<file path="src/rtl/seq_fetch_decode_execute_if.sv">
// Bus between the SEQ front half and its environment.
//   master side drives : pc, instr, regs
//   slave side drives  : icode, ifun, rA, rB, valC, valP, instr_err, mem_error,
//                        valA, valB, valE, cnd, cc, cf_out
interface seq_fetch_decode_execute_if;
   logic [63:0]  pc;
   logic [79:0]  instr;
   logic [959:0] regs;
   logic [3:0]   icode;
   logic [3:0]   ifun;
   logic [3:0]   rA;
   logic [3:0]   rB;
   logic [63:0]  valC;
   logic [63:0]  valP;
   logic         instr_err;
   logic         mem_error;
   logic [63:0]  valA;
   logic [63:0]  valB;
   logic [63:0]  valE;
   logic         cnd;
   logic [2:0]   cc;
   logic [2:0]   cf_out;

   modport master (
      output pc, instr, regs,
      input  icode, ifun, rA, rB, valC, valP, instr_err, mem_error,
             valA, valB, valE, cnd, cc, cf_out
   );

   modport slave (
      input  pc, instr, regs,
      output icode, ifun, rA, rB, valC, valP, instr_err, mem_error,
             valA, valB, valE, cnd, cc, cf_out
   );
endinterface

</file>
<file path="src/rtl/seq_fetch_decode_execute.sv">
// Fetch / decode / execute front half of the single-cycle Y86-64 SEQ core.
// Everything is combinational from bus.pc, bus.instr, bus.regs and the CC
// register; the 3-bit CC register {ZF,SF,OF} is the only state.
// Ports:
//   clk  - rising-edge clock
//   rst  - synchronous active-high reset, clears CC only
//   bus  - slave side of seq_fetch_decode_execute_if (instruction window,
//          register file image in; decoded fields, operands, ALU result,
//          condition and flags out)
module seq_fetch_decode_execute #(
   parameter int unsigned IMEM_BYTES = 1024
) (
   input  logic                          clk,
   input  logic                          rst,
   seq_fetch_decode_execute_if.slave     bus
);

   localparam logic [3:0] I_HALT   = 4'h0;
   localparam logic [3:0] I_NOP    = 4'h1;
   localparam logic [3:0] I_RRMOVQ = 4'h2;
   localparam logic [3:0] I_IRMOVQ = 4'h3;
   localparam logic [3:0] I_RMMOVQ = 4'h4;
   localparam logic [3:0] I_MRMOVQ = 4'h5;
   localparam logic [3:0] I_OPQ    = 4'h6;
   localparam logic [3:0] I_JXX    = 4'h7;
   localparam logic [3:0] I_CALL   = 4'h8;
   localparam logic [3:0] I_RET    = 4'h9;
   localparam logic [3:0] I_PUSHQ  = 4'hA;
   localparam logic [3:0] I_POPQ   = 4'hB;
   localparam logic [3:0] R_RSP    = 4'h4;
   localparam logic [3:0] R_NONE   = 4'hF;

   // Last PC whose full 10-byte window still fits in instruction memory.
   localparam logic [63:0] PC_LIMIT = 64'(IMEM_BYTES - 10);

   logic [3:0]  icode, ifun, ra, rb, src_a, src_b;
   logic [63:0] val_c, val_p, ilen, val_a, val_b, val_e;
   logic [63:0] sum, diff;
   logic        instr_err, mem_error, cnd;
   logic [2:0]  cf;
   logic [2:0]  cc_d, cc_q;
   logic        zf, sf, of_f;

   // Register file as an array; slot 15 is the "no register" source and reads 0.
   logic [63:0] rf [16];

   for (genvar gi = 0; gi < 15; gi++) begin : g_rf
      assign rf[gi] = bus.regs[64*gi +: 64];
   end
   assign rf[15] = '0;

   // ---------------- fetch ----------------
   always_comb begin
      icode     = bus.instr[79:76];
      ifun      = bus.instr[75:72];
      instr_err = (icode > I_POPQ);
      mem_error = (bus.pc > PC_LIMIT);
      ra        = R_NONE;
      rb        = R_NONE;
      val_c     = '0;
      ilen      = 64'd1;
      case (icode)
         I_RRMOVQ, I_OPQ, I_PUSHQ, I_POPQ: begin
            ra   = bus.instr[71:68];
            rb   = bus.instr[67:64];
            ilen = 64'd2;
         end
         I_IRMOVQ, I_RMMOVQ, I_MRMOVQ: begin
            ra    = bus.instr[71:68];
            rb    = bus.instr[67:64];
            val_c = bus.instr[63:0];
            ilen  = 64'd10;
         end
         I_JXX, I_CALL: begin
            // no register byte, constant follows the opcode directly
            val_c = bus.instr[71:8];
            ilen  = 64'd9;
         end
         default: ;
      endcase
      val_p = bus.pc + ilen;
   end

   // ---------------- decode ----------------
   always_comb begin
      src_a = R_NONE;
      src_b = R_NONE;
      case (icode)
         I_RRMOVQ, I_RMMOVQ, I_OPQ, I_PUSHQ: src_a = ra;
         I_RET, I_POPQ:                      src_a = R_RSP;
         default: ;
      endcase
      case (icode)
         I_RMMOVQ, I_MRMOVQ, I_OPQ:          src_b = rb;
         I_CALL, I_RET, I_PUSHQ, I_POPQ:     src_b = R_RSP;
         default: ;
      endcase
      val_a = rf[src_a];
      val_b = rf[src_b];
   end

   // ---------------- execute ----------------
   assign sum  = val_b + val_a;
   assign diff = val_b - val_a;

   always_comb begin
      val_e = '0;
      case (icode)
         I_RRMOVQ:           val_e = val_a;
         I_IRMOVQ:           val_e = val_c;
         I_RMMOVQ, I_MRMOVQ: val_e = val_b + val_c;
         I_OPQ: begin
            case (ifun)
               4'h0:    val_e = sum;
               4'h1:    val_e = diff;
               4'h2:    val_e = val_b & val_a;
               4'h3:    val_e = val_b ^ val_a;
               default: val_e = '0;
            endcase
         end
         I_CALL, I_PUSHQ:    val_e = val_b - 64'd8;
         I_RET, I_POPQ:      val_e = val_b + 64'd8;
         default: ;
      endcase
   end

   // Flags only mean something for OPq; other instructions report 000.
   always_comb begin
      cf = 3'b000;
      if (icode == I_OPQ) begin
         cf[2] = (val_e == 64'd0);
         cf[1] = val_e[63];
         case (ifun)
            4'h0:    cf[0] = (val_a[63] == val_b[63]) && (val_e[63] != val_b[63]);
            4'h1:    cf[0] = (val_a[63] != val_b[63]) && (val_e[63] != val_b[63]);
            default: cf[0] = 1'b0;
         endcase
      end
   end

   // Conditions are judged against the stored CC, not this cycle's flags.
   assign zf   = cc_q[2];
   assign sf   = cc_q[1];
   assign of_f = cc_q[0];

   always_comb begin
      cnd = 1'b0;
      if (icode == I_RRMOVQ || icode == I_JXX) begin
         case (ifun)
            4'h0:    cnd = 1'b1;
            4'h1:    cnd = (sf ^ of_f) | zf;
            4'h2:    cnd = sf ^ of_f;
            4'h3:    cnd = zf;
            4'h4:    cnd = ~zf;
            4'h5:    cnd = ~(sf ^ of_f);
            4'h6:    cnd = ~(sf ^ of_f) & ~zf;
            default: cnd = 1'b0;
         endcase
      end
   end

   // ---------------- CC register ----------------
   always_comb begin
      cc_d = cc_q;
      if (icode == I_OPQ && ifun <= 4'h3 && !instr_err && !mem_error)
         cc_d = cf;
   end

   always_ff @(posedge clk) begin
      if (rst) cc_q <= 3'b000;
      else     cc_q <= cc_d;
   end

   assign bus.icode     = icode;
   assign bus.ifun      = ifun;
   assign bus.rA        = ra;
   assign bus.rB        = rb;
   assign bus.valC      = val_c;
   assign bus.valP      = val_p;
   assign bus.instr_err = instr_err;
   assign bus.mem_error = mem_error;
   assign bus.valA      = val_a;
   assign bus.valB      = val_b;
   assign bus.valE      = val_e;
   assign bus.cnd       = cnd;
   assign bus.cc        = cc_q;
   assign bus.cf_out    = cf;

endmodule

</file>
<file path="src/flat_wrapper.sv">
// flat-port wrapper written by rule: the top's interface ports become plain ports
module seq_fetch_decode_execute_flat 
#(
   parameter int unsigned IMEM_BYTES = 1024
)
  (clk, rst, bus_pc, bus_instr, bus_regs, bus_icode, bus_ifun, bus_rA, bus_rB, bus_valC, bus_valP, bus_instr_err, bus_mem_error, bus_valA, bus_valB, bus_valE, bus_cnd, bus_cc, bus_cf_out);
  seq_fetch_decode_execute_if bus_i ();
  input  logic clk;
  input  logic rst;
  input wire logic [$bits(bus_i.pc)-1:0] bus_pc;
  input wire logic [$bits(bus_i.instr)-1:0] bus_instr;
  input wire logic [$bits(bus_i.regs)-1:0] bus_regs;
  output wire logic [$bits(bus_i.icode)-1:0] bus_icode;
  output wire logic [$bits(bus_i.ifun)-1:0] bus_ifun;
  output wire logic [$bits(bus_i.rA)-1:0] bus_rA;
  output wire logic [$bits(bus_i.rB)-1:0] bus_rB;
  output wire logic [$bits(bus_i.valC)-1:0] bus_valC;
  output wire logic [$bits(bus_i.valP)-1:0] bus_valP;
  output wire logic [$bits(bus_i.instr_err)-1:0] bus_instr_err;
  output wire logic [$bits(bus_i.mem_error)-1:0] bus_mem_error;
  output wire logic [$bits(bus_i.valA)-1:0] bus_valA;
  output wire logic [$bits(bus_i.valB)-1:0] bus_valB;
  output wire logic [$bits(bus_i.valE)-1:0] bus_valE;
  output wire logic [$bits(bus_i.cnd)-1:0] bus_cnd;
  output wire logic [$bits(bus_i.cc)-1:0] bus_cc;
  output wire logic [$bits(bus_i.cf_out)-1:0] bus_cf_out;
  assign bus_i.pc = bus_pc;
  assign bus_i.instr = bus_instr;
  assign bus_i.regs = bus_regs;
  assign bus_icode = bus_i.icode;
  assign bus_ifun = bus_i.ifun;
  assign bus_rA = bus_i.rA;
  assign bus_rB = bus_i.rB;
  assign bus_valC = bus_i.valC;
  assign bus_valP = bus_i.valP;
  assign bus_instr_err = bus_i.instr_err;
  assign bus_mem_error = bus_i.mem_error;
  assign bus_valA = bus_i.valA;
  assign bus_valB = bus_i.valB;
  assign bus_valE = bus_i.valE;
  assign bus_cnd = bus_i.cnd;
  assign bus_cc = bus_i.cc;
  assign bus_cf_out = bus_i.cf_out;
  seq_fetch_decode_execute #(.IMEM_BYTES(IMEM_BYTES)) u_core (.clk(clk), .rst(rst), .bus(bus_i));
endmodule
</file>
<file path="config.mk">
export PLATFORM = sky130hd
export DESIGN_NAME = seq_fetch_decode_execute_flat
export DESIGN_NICKNAME = d
export VERILOG_FILES = /design/src/rtl/seq_fetch_decode_execute_if.sv /design/src/rtl/seq_fetch_decode_execute.sv /design/src/flat_wrapper.sv
export SDC_FILE = /design/constraint.sdc
export NUM_CORES = 2
export LEC_CHECK = 0
export CAP_MARGIN = 5
export CORE_AREA = 2 2 562 564
export DETAILED_ROUTE_END_ITERATION = 10
export DIE_AREA = 0 0 564 566
export GPL_ROUTABILITY_DRIVEN = 1
export PLACE_DENSITY = 0.34
export RECOVER_POWER = 100
export SETUP_SLACK_MARGIN = 0.5
export SYNTH_ARGS = -nofsm -noshare
export SYNTH_HDL_FRONTEND = slang
export SYNTH_SLANG_ARGS = --single-unit
</file>
<file path="constraint.sdc">
create_clock -name clk -period 20.4 [get_ports clk]
set_clock_uncertainty 0.05 [all_clocks]
set_input_delay 4.08 -clock clk [delete_from_list [all_inputs] [get_ports clk]]
set_output_delay 4.08 -clock clk [all_outputs]
set_load 0.005 [all_outputs]
</file>
# Word level (Yosys, flattened, before mapping)
# Cells that the tools add are included.
totals:
  regBits: 3
  inputBits: 1106
  out_inout_bits: 345
  word_cells: 78
classes:
  add_sub_neg: 6
  magnitude_cmp: 5
  n_eq_ne: 19
  muxes: 18
  bitwise: 9
  reduce_logical: 20
op_table:
  columns: ["op", "count"]
  rows:
  - ["$bmux W64 S4", 2]
  - ["$pmux W64 S6", 1]
  - ["$mux W64", 4]
  - ["$pmux W64 S4", 1]
  - ["$add A64 B64 Y64", 2]
  - ["$pmux W64 S2", 1]
  - ["$add A64 B4 Y64", 1]
  - ["$add A64 B4 Y64 const B", 1]
  - ["$and A64 B64 Y64", 1]
  - ["$gt A64 B10 Y1 const B", 1]
  - ["$logic_not A64 Y1", 1]
  - ["$sub A64 B4 Y64 const B", 1]
  - ["$sub A64 B64 Y64", 1]
  - ["$xor A64 B64 Y64", 1]
  - ["$eq A4 B3 Y1 const B", 7]
  - ["$eq A4 B2 Y1 const B", 4]
  - ["$eq A4 B4 Y1 const B", 4]
  - ["$pmux W4 S2", 2]
  - ["$pmux W4 S3", 1]
  - ["$reduce_or A4 Y1", 3]
  - ["$ge A5 B5 Y1 const B", 2]
  - ["$not A4 Y5", 2]
  - ["$mux W4", 2]
  - ["$reduce_or A2 Y1", 4]
  - ["other kinds (19)", 27]

# Longest topological paths before layout
depth:
  depth_word: 15
  depth_mapped: 39
  ltp_nobuf: 31

# Worst setup path after synthesis
# Ideal clock, no wire load.
synth_path:
  path_type: "input to output"
  from: "in bus_instr[79]"
  to: "out bus_cf_out[2]"
  t_arrival_ps: 11331
  t_required_ps: 16270
  setup_slack_ps: 4939
  cell_stages: 34
  path_buffers: 5
  path_cell_list: "buf_2 -> and3b_1 -> buf_6 -> nor3_4 -> buf_6 -> buf_6 -> buf_1 -> mux2i_1 -> nor3_1 -> a221o_1 -> mux2i_1 -> ha_1 -> inv_1 -> nor4_1 -> nand3_1 -> nor3_1 -> inv_1 -> nor4_1 -> a21oi_1 -> xnor2_1 -> ha_1 -> nand2_1 -> o21a_1 -> and3_1 -> o21ai_0 -> nand3_1 -> a221oi_1 -> nand3_1 -> a211o_1 -> or3_1 -> or4_1 -> and4b_1 -> nand4_1 -> nor3_1"
synth_between:
  elab_chain_len: 13
  elab_cells_between_ends: 43
  cone_classes: "add/sub (5); eq/ne (10); mux (14); bitwise (4); reduce/logical (10)"
synth_rtl:
  columns: ["element", "line", "rtl"]
  rows:
  - ["start: declaration", "flat_wrapper.sv:11", "input wire logic [$bits(bus_i.instr)-1:0] bus_instr;"]
  - ["$eq A4 B2 Y1 (tied with other cells)", "seq_fetch_decode_execute.sv:62, seq_fetch_decode_execute.sv:108", null]
  - ["$reduce_or A7 Y1 (no line)", null, null]
  - ["$mux W4", "seq_fetch_decode_execute.sv:62", "case (icode)"]
  - ["$pmux W4 S2 (on tied branches)", "seq_fetch_decode_execute.sv:93, seq_fetch_decode_execute.sv:88", null]
  - ["$not A4 Y5 (on tied branches)", "seq_fetch_decode_execute.sv:99, seq_fetch_decode_execute.sv:98", null]
  - ["$bmux W64 S4 (on tied branches)", "seq_fetch_decode_execute.sv:99, seq_fetch_decode_execute.sv:98", null]
  - ["$mux W64 (on tied branches) (2 in series)", "seq_fetch_decode_execute.sv:99, seq_fetch_decode_execute.sv:98", null]
  - ["$sub A64 B64 Y64 (tied with other cells)", "seq_fetch_decode_execute.sv:104", "assign diff = val_b - val_a;"]
  - ["$pmux W64 S4", "seq_fetch_decode_execute.sv:113", "case (ifun)"]
  - ["$pmux W64 S6 (*)", "seq_fetch_decode_execute.sv:108", "case (icode)"]
  - ["named net bus_valE[49]", "flat_wrapper.sv:23", "output wire logic [$bits(bus_i.valE)-1:0] bus_valE;"]
  - ["$logic_not A64 Y1 (*)", "seq_fetch_decode_execute.sv:131", "cf[2] = (val_e == 64'd0);"]
  - ["$mux W3 (*)", "seq_fetch_decode_execute.sv:130", "if (icode == I_OPQ) begin"]
  - ["end: declaration", "flat_wrapper.sv:26", "output wire logic [$bits(bus_i.cf_out)-1:0] bus_cf_out;"]
# Mark *: on every way through the listed nets, which the timed path passes. The rest lies on a longest branch. The select of a mux whose other input is x is not followed.

# Worst setup path in the final report
layout_path:
  from: "in bus_instr[77]"
  to: "out bus_cf_out[2]"
layout_between:
  elab_chain_len: 13
  elab_cells_between_ends: 43
  cone_classes: "add/sub (5); eq/ne (10); mux (14); bitwise (4); reduce/logical (10)"
layout_rtl:
  columns: ["element", "line"]
  rows:
  - ["$eq A4 B2 Y1 (tied with other cells)", "seq_fetch_decode_execute.sv:62, seq_fetch_decode_execute.sv:108"]
  - ["$reduce_or A7 Y1 (no line)", null]
  - ["$mux W4", "seq_fetch_decode_execute.sv:62"]
  - ["$pmux W4 S2 (on tied branches)", "seq_fetch_decode_execute.sv:93, seq_fetch_decode_execute.sv:88"]
  - ["$not A4 Y5 (on tied branches)", "seq_fetch_decode_execute.sv:99, seq_fetch_decode_execute.sv:98"]
  - ["$bmux W64 S4 (on tied branches)", "seq_fetch_decode_execute.sv:99, seq_fetch_decode_execute.sv:98"]
  - ["$mux W64 (on tied branches) (2 in series)", "seq_fetch_decode_execute.sv:99, seq_fetch_decode_execute.sv:98"]
  - ["$sub A64 B64 Y64 (tied with other cells)", "seq_fetch_decode_execute.sv:104"]
  - ["$pmux W64 S4", "seq_fetch_decode_execute.sv:113"]
  - ["$pmux W64 S6", "seq_fetch_decode_execute.sv:108"]
  - ["$logic_not A64 Y1", "seq_fetch_decode_execute.sv:131"]
  - ["$mux W3 (*)", "seq_fetch_decode_execute.sv:130"]
# Mark *: on every way between the ends. The rest lies on a longest branch, timed or not. The select of a mux whose other input is x is not followed.

==> impl_metrics.ini <==
[placed_design]
placed_area_um2 = 58300
dp_cells = 11500
port_buffers = 1450
dp_hpwl_mm = 436
place.gp.congestion = 1.01

[sta]
fin_crit_sh_pct = 99.1
fmax_ghz = 0.0495
slew-limit-headroom_pct = -128
fin_crit_ps = 20210
drv_slew = 256
hold_viol = 0
setup_violations = 0
worst_pin_slew_ps = 3430
setup_tns_ps = 0
hold_ws_ps = 494
rsz0062_at_grt = false

[cts]
post_cts_resized = 0
clock_path_buffers = 2
cts_buffers = 3
root_buffer = clkbuf_16
cts_num_sinks = 3
cts_hold_buf = 0
postCtsSetupBuffers = 0
cts.clk_slew.worst_paths_ps = 30
htreeDepth = 1
cts_tree = built
clock_latency_ps = 230

[drt]
ant_nets = 0
drt-vias-per-instance = 5.40
via_count = 63000
initialDrtViolationCount = 8161
wl_mm = 514
drc = 0
drt_first_pass_iters = 8
wire_per_inst_um = 44.1

[yosys]
syn_nets = 7489
syn_area_um2 = 37700
syn-instance-count = 6113
synth_top_area_cell = nand2_1
async_reset_ff_share_pct = 0
synth_top_area_share_pct = 9.96
ys_seq_elements = 3
synth_ff_type = dfxtp_1
synth_common_cells = 1001 x nand2_1, 679 x a21oi_1, 417 x clkbuf_1, 409 x nor2_1, 343 x o21ai_0
synth.area.top_cells = nand2_1 10%, a21oi_1 9.0%, ha_1 8.8%, a221oi_1 4.8%, mux2i_1 4.7%
ys_seq_area_share_pct = 0.159
postSynthAreaPerCell_um2 = 6.17
synth_most_common_cell = nand2_1
yosysWarningCount = 0
synth.distinct_cells = 99
synth_edf_count = 0

[floorplan]
core_area_um2 = 313000
core.rowCount = 206
initial_utilization_pct = 12.0
ioPinCount = 1451
die_width_um = 564
die_area_um2 = 319000
die_h_um = 566

[setup_path]
r2r-end = u_core.bus.cc[2]
path_max_fanout = 26
start_kind = primary input
timing.rr.start = u_core.bus.cc[2]
cpPeakStageDelay_ps = 1630
critPathSlowestCell = o21ai_0
crit_required_ps = 16270
cp_common_cell = buf_4
r2r_slack_ps = 19470
cp-end-kind = output pin
rr_worst_depth = 2
critical_path_class = in -> out
arrival_ps = 16080

[worst_hold_path]
hold_path_class = reg -> reg
hold_depth = 2
hold-path-endpoint = u_core.bus.cc[1]
holdCritStartpoint = u_core.bus.cc[1]

[run_status]
status = finished with violations
failed_checks = capacitance limit, slew limit

[layout]
design_area_um2 = 58700
largest_reg_flops = 3
nets = 8676
final_cells = 11700
syn_to_final_growth_pct = 55.5
drive_gt1_share_pct = 6.12

[global_routing]
antenna_found_initial = 291
grt_overflow = 0
grtUsageTotal_pct = 30.5
grt_pass1_wl_mm = 649
grt_max_degree = 126
grt_pass1_vias = 59400

[pwr]
p_per_area_nw_per_um2 = 47.6
ir_worst_vdd_v = 0.0000198
p_leak_nw = 21.6
p_total_mw = 2.79

[job]
drv_cap = 21
==> power by group <==
part,switching (mW),internal [mW],total (mW)
sequential,0.00000000000000000836,0.00591,0.00591
combinational,1.81,0.944,2.76
clock,0.00635,0.0259,0.0322
==> area by class of cell <==
class | instances | area (µm²)
Clock buffer | 4 | 78.8
Timing Repair Buffer | 1746 | 16900
Antenna cell | 210 | 526
Inverter | 108 | 408
Fill cell | 36100 | 255000
Tap cell | 4160 | 5200
Sequential cell | 3 | 60.1
Multi-Input combinational cell | 5438 | 35500
==> layer usage <==
layer	wire length, µm	global-route usage (%)	vias up
met5	609	0	-
met4	39500	20.9	96
met3	45800	7.62	865
met2	227000	47.8	4313
met1	201000	36.5	31500
li1	-	-	26200
==> cells by family (layout without fill, tap and decap cells) <==
logic type,after synthesis,count (layout),share of synthesized area (%)
buffers and inverters,672,1858,7.28
other,0,210,0
DFF,3,3,0.159
adders and majority gates,270,270,9.04
AOI/OAI and AO/OA,2381,2381,43.3
and+or+nand+nor,2343,2343,29.0
muxes,214,214,5.86
xor gates and xnor gates,230,230,5.34
==> metrics by stage <==
| stage | utilization (%) | setup slack, ps |
|---|---|---|
| global placement | 18.6 | 828 |
| detailed placement | 18.6 | 799 |
| global route | 18.7 | 267 |
| floorplan | - | 4940 |
| CTS | 18.6 | 725 |
| finish | 18.7 | 191 |
==> cell usage in the layout, fill, tap and decap left out, types with 25 or more instances in the layout <==
cell             instances
a211oi_1               128
a21o_1                  73
a21oi_1                670
a221o_1                 86
a221oi_1               205
a222oi_1                26
a22o_1                  75
a311oi_1                29
a31oi_1                 81
and2_1                  64
and3_1                  53
and4_1                  27
buf_12                  28
buf_4                  233
clkbuf_1                37
clkdlybuf4s50_1       1227
diode_2                210
dlygate4sd3_1          215
ha_1                   266
inv_1                  105
mux2_2                  33
mux2i_1                178
nand2_1                998
nand2b_1                37
nand3_1                172
nand4_1                126
nor2_1                 404
nor3_1                 211
nor4_1                  62
o211ai_1                82
o21a_1                  46
o21ai_0                313
o21ai_2                 25
o21bai_1                28
o221ai_1                67
o22ai_1                 41
o31ai_1                 79
or3_1                   39
xnor2_1                147
xor2_1                  83
==> worst max-delay path, delay by kind of cell <==
family,cells,cell delay (ps)
compound gates,10,5130
fa+ha+maj,1,320
simple gates,12,3800
buf+inv,7,2630
==> how the worst max path moves through the flow <==
stage          depth (start not counted)     startpoint       endpoint
2_1_floorplan                         34  bus_instr[79]  bus_cf_out[2]
3_3_place_gp                          33  bus_instr[77]  bus_cf_out[2]
3_5_place_dp                          33  bus_instr[77]  bus_cf_out[2]
4_1_cts                               33  bus_instr[77]  bus_cf_out[2]
5_1_grt                               33  bus_instr[76]  bus_cf_out[2]
6_report                              30  bus_instr[77]  bus_cf_out[2]
Power figures use the tool's default switching activity.
